[src/rtl/program_sequencer.sv]
// Instruction sequencer: fetches words from a synchronous instruction memory and
// issues them to the cpu at a fixed cadence, stalling on tensor operates and stopping at the halt sentinel.
module program_sequencer #(
    parameter int                     ADDR_WIDTH     = 10,
    parameter int                     INSTR_WIDTH    = 16,
    parameter int                     ISSUE_INTERVAL = 2,
    parameter logic [INSTR_WIDTH-1:0] HALT_WORD      = 16'hFFFF,
    parameter logic [INSTR_WIDTH-1:0] NOP_WORD       = 16'h9000,
    parameter int                     TENSOR_TIMEOUT = 255
) (
    input  logic                   clock_in,
    input  logic                   reset_in,
    input  logic                   start_in,
    output logic [ADDR_WIDTH-1:0]  imem_addr_out,
    output logic                   imem_rd_en_out,
    input  logic [INSTR_WIDTH-1:0] imem_data_in,
    input  logic                   tensor_core_done_in,
    output logic [INSTR_WIDTH-1:0] current_instruction,
    output logic                   instruction_valid_out,
    output logic                   busy_out,
    output logic                   halted_out,
    output logic                   error_out,
    output logic [ADDR_WIDTH:0]    instruction_count_out
);

    localparam int HOLD_W = $clog2(ISSUE_INTERVAL + 1);
    localparam int TO_W   = $clog2(TENSOR_TIMEOUT + 1);

    localparam logic [ADDR_WIDTH-1:0] PC_LAST   = '1;
    localparam logic [ADDR_WIDTH-1:0] PC_ONE    = ADDR_WIDTH'(1);
    localparam logic [ADDR_WIDTH:0]   CNT_MAX   = '1;
    localparam logic [ADDR_WIDTH:0]   CNT_ONE   = (ADDR_WIDTH + 1)'(1);
    localparam logic [HOLD_W-1:0]     HOLD_ONE  = HOLD_W'(1);
    localparam logic [HOLD_W-1:0]     HOLD_LAST = HOLD_W'(ISSUE_INTERVAL);
    localparam logic [TO_W-1:0]       TO_ONE    = TO_W'(1);
    localparam logic [TO_W-1:0]       TO_LAST   = TO_W'(TENSOR_TIMEOUT - 1);

    typedef enum logic [2:0] {
        S_IDLE,
        S_FETCH,
        S_CAPTURE,
        S_HOLD,
        S_WAIT_TENSOR,
        S_HALTED
    } state_t;

    state_t                 r_state;
    logic [ADDR_WIDTH-1:0]  r_pc;
    logic                   r_rd_en;
    logic [INSTR_WIDTH-1:0] r_instr;
    logic                   r_valid;
    logic                   r_busy;
    logic                   r_halted;
    logic                   r_error;
    logic [ADDR_WIDTH:0]    r_count;
    logic [HOLD_W-1:0]      r_hold_cnt;
    logic [TO_W-1:0]        r_to_cnt;

    logic w_is_tensor;
    logic w_pc_last;

    assign w_is_tensor = (r_instr[INSTR_WIDTH-1 -: 4] == 4'b0101);
    assign w_pc_last   = (r_pc == PC_LAST);

    assign imem_addr_out         = r_pc;
    assign imem_rd_en_out        = r_rd_en;
    assign current_instruction   = r_instr;
    assign instruction_valid_out = r_valid;
    assign busy_out              = r_busy;
    assign halted_out            = r_halted;
    assign error_out             = r_error;
    assign instruction_count_out = r_count;

    always_ff @(posedge clock_in or posedge reset_in) begin
        if (reset_in) begin
            r_state    <= S_IDLE;
            r_pc       <= '0;
            r_rd_en    <= 1'b0;
            r_instr    <= NOP_WORD;
            r_valid    <= 1'b0;
            r_busy     <= 1'b0;
            r_halted   <= 1'b0;
            r_error    <= 1'b0;
            r_count    <= '0;
            r_hold_cnt <= '0;
            r_to_cnt   <= '0;
        end else begin
            r_valid <= 1'b0;
            r_rd_en <= 1'b0;
            case (r_state)
                S_IDLE, S_HALTED: begin
                    if (start_in) begin
                        r_pc     <= '0;
                        r_count  <= '0;
                        r_error  <= 1'b0;
                        r_halted <= 1'b0;
                        r_busy   <= 1'b1;
                        r_rd_en  <= 1'b1;
                        r_state  <= S_FETCH;
                    end
                end
                S_FETCH: begin
                    r_state <= S_CAPTURE;
                end
                S_CAPTURE: begin
                    // The sentinel ends the program without ever reaching the cpu.
                    if (imem_data_in == HALT_WORD) begin
                        r_halted <= 1'b1;
                        r_busy   <= 1'b0;
                        r_state  <= S_HALTED;
                    end else begin
                        r_instr    <= imem_data_in;
                        r_valid    <= 1'b1;
                        r_hold_cnt <= HOLD_ONE;
                        if (r_count != CNT_MAX) begin
                            r_count <= r_count + CNT_ONE;
                        end
                        r_state <= S_HOLD;
                    end
                end
                S_HOLD: begin
                    if (r_hold_cnt >= HOLD_LAST) begin
                        r_instr <= NOP_WORD;
                        if (w_is_tensor) begin
                            r_to_cnt <= '0;
                            r_state  <= S_WAIT_TENSOR;
                        end else if (w_pc_last) begin
                            r_halted <= 1'b1;
                            r_busy   <= 1'b0;
                            r_state  <= S_HALTED;
                        end else begin
                            r_pc    <= r_pc + PC_ONE;
                            r_rd_en <= 1'b1;
                            r_state <= S_FETCH;
                        end
                    end else begin
                        r_hold_cnt <= r_hold_cnt + HOLD_ONE;
                    end
                end
                S_WAIT_TENSOR: begin
                    r_to_cnt <= r_to_cnt + TO_ONE;
                    // A done flag in the first wait cycle may be left over from the previous operation.
                    if (tensor_core_done_in && (r_to_cnt != '0)) begin
                        if (w_pc_last) begin
                            r_halted <= 1'b1;
                            r_busy   <= 1'b0;
                            r_state  <= S_HALTED;
                        end else begin
                            r_pc    <= r_pc + PC_ONE;
                            r_rd_en <= 1'b1;
                            r_state <= S_FETCH;
                        end
                    end else if (r_to_cnt >= TO_LAST) begin
                        r_error  <= 1'b1;
                        r_halted <= 1'b1;
                        r_busy   <= 1'b0;
                        r_state  <= S_HALTED;
                    end
                end
                default: begin
                    r_state <= S_IDLE;
                end
            endcase
        end
    end

endmodule

[config.mk]
export PLATFORM = sky130hd
export DESIGN_NAME = program_sequencer
export DESIGN_NICKNAME = d
export VERILOG_FILES = /design/src/rtl/program_sequencer.sv
export SDC_FILE = /design/constraint.sdc
export NUM_CORES = 1
export LEC_CHECK = 0
export ABC_CLOCK_PERIOD_IN_PS = 3000
export BUFFER_PORTS_ARGS = -buffer_cell sky130_fd_sc_hd__clkbuf_2
export CORE_AREA = 2 2 68 96
export CTS_CLUSTER_DIAMETER = 50
export DETAILED_ROUTE_END_ITERATION = 7
export DIE_AREA = 0 0 70 98
export GPL_TIMING_DRIVEN = 0
export PLACE_DENSITY = 0.7
export SYNTH_ARGS = -nofsm -noshare
export SYNTH_HDL_FRONTEND = slang
export SYNTH_SLANG_ARGS = --single-unit
[constraint.sdc]
create_clock -name clock_in -period 3 [get_ports clock_in]
set_input_delay 0.6 -clock clock_in [delete_from_list [all_inputs] [get_ports clock_in]]
set_output_delay 0.6 -clock clock_in [all_outputs]
set_load 0.005 [all_outputs]
==> results of run 1 <==
-- power by group --
group	switching (uW)	total [uW]	internal, uW
Clock	249	520	271
Sequential	171	1140	966
Combinational	766	1250	485
Total	1190	2910	1720
-- logic make-up (layout without fill, tap and decap cells) --
kind of cell,after synthesis,after routing,share of synthesized area
XOR/XNOR,5,5,0.0151
AO/OA/AOI/OAI,90,90,0.203
flip-flops,55,55,0.476
adder cells (fa/ha/maj),6,6,0.0259
buffers and inverters,23,93,0.0328
AND/OR/NAND/NOR,134,134,0.234
multiplexers,4,4,0.0138
-- metrics by stage --
stage / hold slack (ps) / total power [uW] / utilization / instance area [um2] / std cells
2_1_floorplan: 445 / 1960 / - / 2900 / 317
3_3_place_gp: 463 / 2360 / 0.545 / 3290 / 450
3_5_place_dp: 469 / 2410 / 0.548 / 3310 / 451
4_1_cts: 225 / 2920 / 0.568 / 3430 / 459
5_1_grt: 250 / 3170 / 0.568 / 3430 / 459
6_report: 220 / 2910 / 0.568 / 3430 / 459
-- flip-flops by register name, indices dropped and copies added, names as in the netlist --
name,flops
busy_out,1
current_instruction,16
error_out,1
halted_out,1
imem_addr_out,10
imem_rd_en_out,1
instruction_count_out,11
instruction_valid_out,1
r_hold_cnt,2
r_state,3
r_to_cnt,8
-- Yosys cell counts, types with 2 or more instances --
master,n
a2111oi_0,2
a211o_1,2
a21oi_1,8
a221oi_1,2
a31oi_1,8
and3_1,10
and3b_1,2
and4_1,2
buf_2,4
clkbuf_1,9
dfrtp_1,53
dfstp_2,2
ha_1,6
inv_1,8
mux2i_1,4
nand2_1,55
nand2b_1,5
nand3_1,7
nand3b_1,3
nand4_1,11
nor2_1,21
nor2b_1,2
nor3_1,4
nor3b_1,2
nor3b_2,2
o21ai_0,37
o21ai_1,4
o31ai_1,13
o41ai_2,2
xnor2_1,4
-- critical path, stage by stage, from the launching register on --
cell	delay (ps)
dfrtp_1	450
ha_1	260
and3_1	190
clkbuf_1	160
and3_1	200
a211o_1	320
or3_1	340
buf_2	190
o41ai_2	270
-- cell type report --
cell class	count	area, um2	area share
timing repair buffer	62	325	0.0949
inverter	8	30.0	0.00876
buffer	15	65.1	0.0190
tap	72	90.1	0.0263
multi-input combinational	239	1420	0.415
sequential	55	1380	0.402
clock inverter	2	35.0	0.0102
clock buffer	6	82.6	0.0241
-- routing by layer --
metal  routed length (um)  part of all wire  GRT usage  up-vias
met5                    0                 0          0        -
met4                   70            0.0099     0.0695        0
met3                  334             0.047     0.0341        7
met2                 3600              0.51      0.374       73
met1                 3090              0.44      0.282     1313
li1                     -                 -          -     1299
-- worst min path at each step --
stage,start,endpoint,slack (ps)
after floorplan,r_hold_cnt[0],r_hold_cnt[0],440
after global placement,r_hold_cnt[0],r_hold_cnt[0],460
after detailed placement,current_instruction[0],current_instruction[0],470
after CTS,reset_in,r_to_cnt[2],220
after global routing,reset_in,current_instruction[13],250
final,reset_in,r_to_cnt[2],220
==> flow_metrics.tcl, run 1 <==
set metrics [dict create \
    synth-edff-count 0 \
    fin_ws_ps 540 \
    p_leak_uw 0.00169 \
    power.density_nw_per_um2 848 \
    fin_crit_sh 0.820 \
    cts_hold_buf 0 \
    cts_resized 0 \
    grt_max_degree 43 \
    cts_setup_buffers 0 \
    ys_types 53 \
    fin_crit_ps 2460 \
    cp-end-kind "flip-flop" \
    pre_cts_slack_ps 423 \
    grt_use_total 0.218 \
    io_pins 62 \
    clock_skew_ps 3.74 \
    start_util 0.479 \
    setup_viol_count_final 0 \
    num-fill-cells 563 \
    cp_data_arrival_time_ps 2680 \
    synth_nets 343 \
    synth_ff_type "dfrtp_1" \
    grt.overflow.total 0 \
    port_buffers 61 \
    outcome "completed" \
    antenna_found_initial 0 \
    clk_latency_ps 310 \
    first_global_vias 2605 \
    clk_pin_slew_ps 100 \
    layout_common_cells "61 x clkbuf_2, 55 x nand2_1, 53 x dfrtp_1" \
    hold_viol 0 \
    slew_headroom 0.425 \
    dieArea_um2 6860 \
    drive_gt1_frac 0.214 \
    rsz0062_at_grt "false" \
    cts.htree.levels 2 \
    synth_top_cell_by_area "dfrtp_1" \
    crit_fanout 8 \
    dp_hpwl_mm 5.12 \
    wl_mm 7.10 \
    tritoncts "built" \
    route.vias.total 2692 \
    synth_top_area_share 0.458 \
    hold_class "in2async" \
    clock-sinks 55 \
    crit_end "imem_addr_out[7]" \
    clock_path_buffers 2 \
    drt-initial-drc-count 207 \
    drtPass1Iterations 5 \
    r2r_cells 8 \
    r2r-start "imem_addr_out[0]" \
    die_y_um 98 \
    r2r-end "imem_addr_out[7]" \
    synth-seq-cells 55 \
    diodes 0 \
    drv_cap 0 \
    fin_nets 412 \
    startpoint "imem_addr_out[0]" \
    synthTopCellsByArea "dfrtp_1 46%, nand2_1 7.1%, o21ai_0 6.4%, o31ai_1 3.4%, nor2_1 2.7%" \
    die-width_um 70 \
    rows 34 \
    synth-seq-area-share 0.476 \
    crit_type "reg2reg" \
    max_freq_mhz 406 \
    wl_per_cell_um 15.5 \
    rrSetupSlack_ps 540 \
    cts_root_buf "clkbuf_8" \
    fin_setup_tns_ps 0 \
    syn2layout_area_growth_pct 18.4 \
    worstPathRequired_ps 3220 \
    ant_nets 0 \
    irDropWorstVdd_mv 0.425 \
    gp_congestion 0.804 \
    syn_avg_cell_area_um2 9.14 \
    numCtsBuffers 5 \
    worstMarginPinSlew_ps 854 \
    ys_warn_count 0 \
    routed_via_density 5.86 \
    synthArstFlopShare 1.00 \
    mostFrequentLayoutCell "clkbuf_2" \
    slew_viol_final 0 \
    synthCells 317 \
    core_area_um2 6040 \
    drc 0 \
    synth_area_um2 2900 \
    start_kind "flip-flop" \
    grt_pass1_wl_mm 12.4 \
]
Note: power is estimated with default switching activity, not from simulation.
==> run 2, diff against run 1 <==
- ABC_CLOCK_PERIOD_IN_PS: 3000 -> 2200
- PLACE_DENSITY: 0.7 -> 0.73
- clock period: 3 -> 2.2 ns (I/O delays scaled with it)
==> run 2 against run 1 <==
Against the previous run:
- the flow now finishes with violations (negative setup slack)
- worst hold slack got worse by 160 ps
- sequential share of layout area decreased by 2.2 points
- clock power increased by 19%
- clock skew increased by 4.2 ps
- cell area increased by 5.9%
- non-clock buffer count increased by 13
- critical path type unchanged
==> flow_metrics.tcl, run 2 (synthesis results as in run 1) <==
set metrics [dict create \
    layout_common_cells "62 x clkbuf_2, 55 x nand2_1, 51 x dfrtp_1" \
    mostFrequentLayoutCell "clkbuf_2" \
    io_pins 62 \
    drive_gt1_frac 0.295 \
    dp_hpwl_mm 5.09 \
    grt_use_total 0.217 \
    grt.overflow.total 0 \
    largest_reg_flops 16 \
    outcome "finished, violations left" \
    irDropWorstVdd_mv 0.604 \
    numCtsBuffers 5 \
    grt_pass1_wl_mm 12.4 \
    cts_root_buf "clkbuf_8" \
    syn2layout_area_growth_pct 25.4 \
    worstMarginPinSlew_ps 650 \
    slew_viol_final 0 \
    crit_fanout 3 \
    gp_congestion 0.797 \
    clock-sinks 55 \
    design_area_um2 3630 \
    max_freq_mhz 450 \
    power.density_nw_per_um2 1150 \
    die-width_um 70 \
    whs_ps 64.0 \
    routed_via_density 5.79 \
    hold_class "in2async" \
    die_y_um 98 \
    hold_viol 0 \
    drc 0 \
    p_leak_uw 0.00177 \
    fin_ws_ps -20.7 \
    p_sw_uw 1700 \
    crit_slowest_cell "or4b_4" \
    wl_per_cell_um 15.2 \
    path_buf_inv 1 \
    p_int_uw 2460 \
    clock_path_buffers 2 \
    worstPathRequired_ps 2400 \
    fin_crit_sh 1.01 \
    wl_mm 7.19 \
    drt-initial-drc-count 179 \
    cp-end-kind "flip-flop" \
    p_clk_frac 0.148 \
    sw_frac_of_total 0.409 \
    rsz0062_at_grt "true" \
    max_stage_delay_ps 450 \
    rows 34 \
    start_util 0.479 \
    drv_cap 0 \
    path_delay_family "compound AO/OA/AOI/OAI gates" \
    tritoncts "built" \
    p_comb_frac 0.484 \
    cp_data_arrival_time_ps 2420 \
    violations "negative setup slack" \
    crit_chain "inv_2 > ha_4 > or4b_4 > o41a_1 > o221a_1 > nor4bb_1 > o211a_1" \
    cts.htree.levels 2 \
    antenna_found_initial 0 \
    port_buffers 61 \
    drtPass1Iterations 5 \
    route.vias.total 2735 \
    grt_max_degree 42 \
    core_area_um2 6040 \
    pre_cts_slack_ps -212 \
    report.power.total_uw 4170 \
    diodes 0 \
    setup_viol_count_final 1 \
    start_kind "flip-flop" \
    clk_latency_ps 310 \
    dieArea_um2 6860 \
    ant_nets 0 \
    slew_headroom 0.565 \
    crit_type "reg2reg" \
    fin_crit_ps 2220 \
    seqPwrFrac 0.367 \
    clock_skew_ps 7.94 \
    fin_nets 425 \
    clk_pin_slew_ps 100 \
    first_global_vias 2697 \
    dpl_cell_area_um2 3320 \
]
-- run 2: cell type report --
class / count / area, um2
inverter: 8 / 30.0
fill: 530 / 2410
tap: 72 / 90.1
sequential: 55 / 1380
multi-input combinational: 239 / 1520
timing repair buffer: 77 / 438
buffer: 13 / 68.8
clock buffer: 7 / 96.3
clock inverter: 1 / 7.51
-- run 2: metal layers --
| metal | track usage | up-vias | share of wire |
|---|---|---|---|
| met5 | 0 | - | 0 |
| met4 | 0.0680 | 0 | 0.010 |
| met3 | 0.0423 | 5 | 0.047 |
| met2 | 0.374 | 83 | 0.51 |
| met1 | 0.275 | 1321 | 0.43 |
| li1 | - | 1326 | - |
-- run 2: final timing paths --
path / start / to / slack [ps] / depth (start not counted)
max: r_to_cnt[1] / halted_out / -20 / 7
min: reset_in / current_instruction[3] / 60 / 2
max reg2reg: r_to_cnt[1] / halted_out / -20 / 7
min reg2reg: r_hold_cnt[0] / r_hold_cnt[0] / 480 / 1
max in group asynchronous: reset_in / current_instruction[15] / 1560 / 3
min in group clock_in: imem_data_in[1] / current_instruction[1] / 350 / 3
-- run 2: power by group through the flow --
stage / Combinational (uW) / Clock, uW / Sequential (uW)
CTS: 1910 / 641 / 1530
detailed placement: 1700 / 0 / 1570
floorplan: 1120 / 0 / 1550
finish: 2020 / 617 / 1530
global placement: 1660 / 0 / 1560
global route: 2280 / 674 / 1570
-- run 2: worst register-to-register path, cell delays in order (launching register included) --
cell	delay (ps)
dfrtp_2	420
inv_2	80
ha_4	120
or4b_4	450
o41a_1	390
o221a_1	290
nor4bb_1	160
o211a_1	210
-- run 2: stage by stage --
stage,util,TNS [ps],std cells
6_report,0.601,-20.7,472
5_1_grt,0.601,-662,472
4_1_cts,0.586,-18.0,467
3_5_place_dp,0.549,-4990,451
3_3_place_gp,0.546,-20960,450
2_1_floorplan,-,0,317
-- run 2: timing repair --
| action | CTS | global route |
|---|---|---|
| resized for setup | 17 | 17 |
| hold buffers | 0 | 0 |
| pin swaps | 4 | 3 |
| setup buffers | 9 | 6 |
| endpoints found under the setup margin | 33 | 24 |
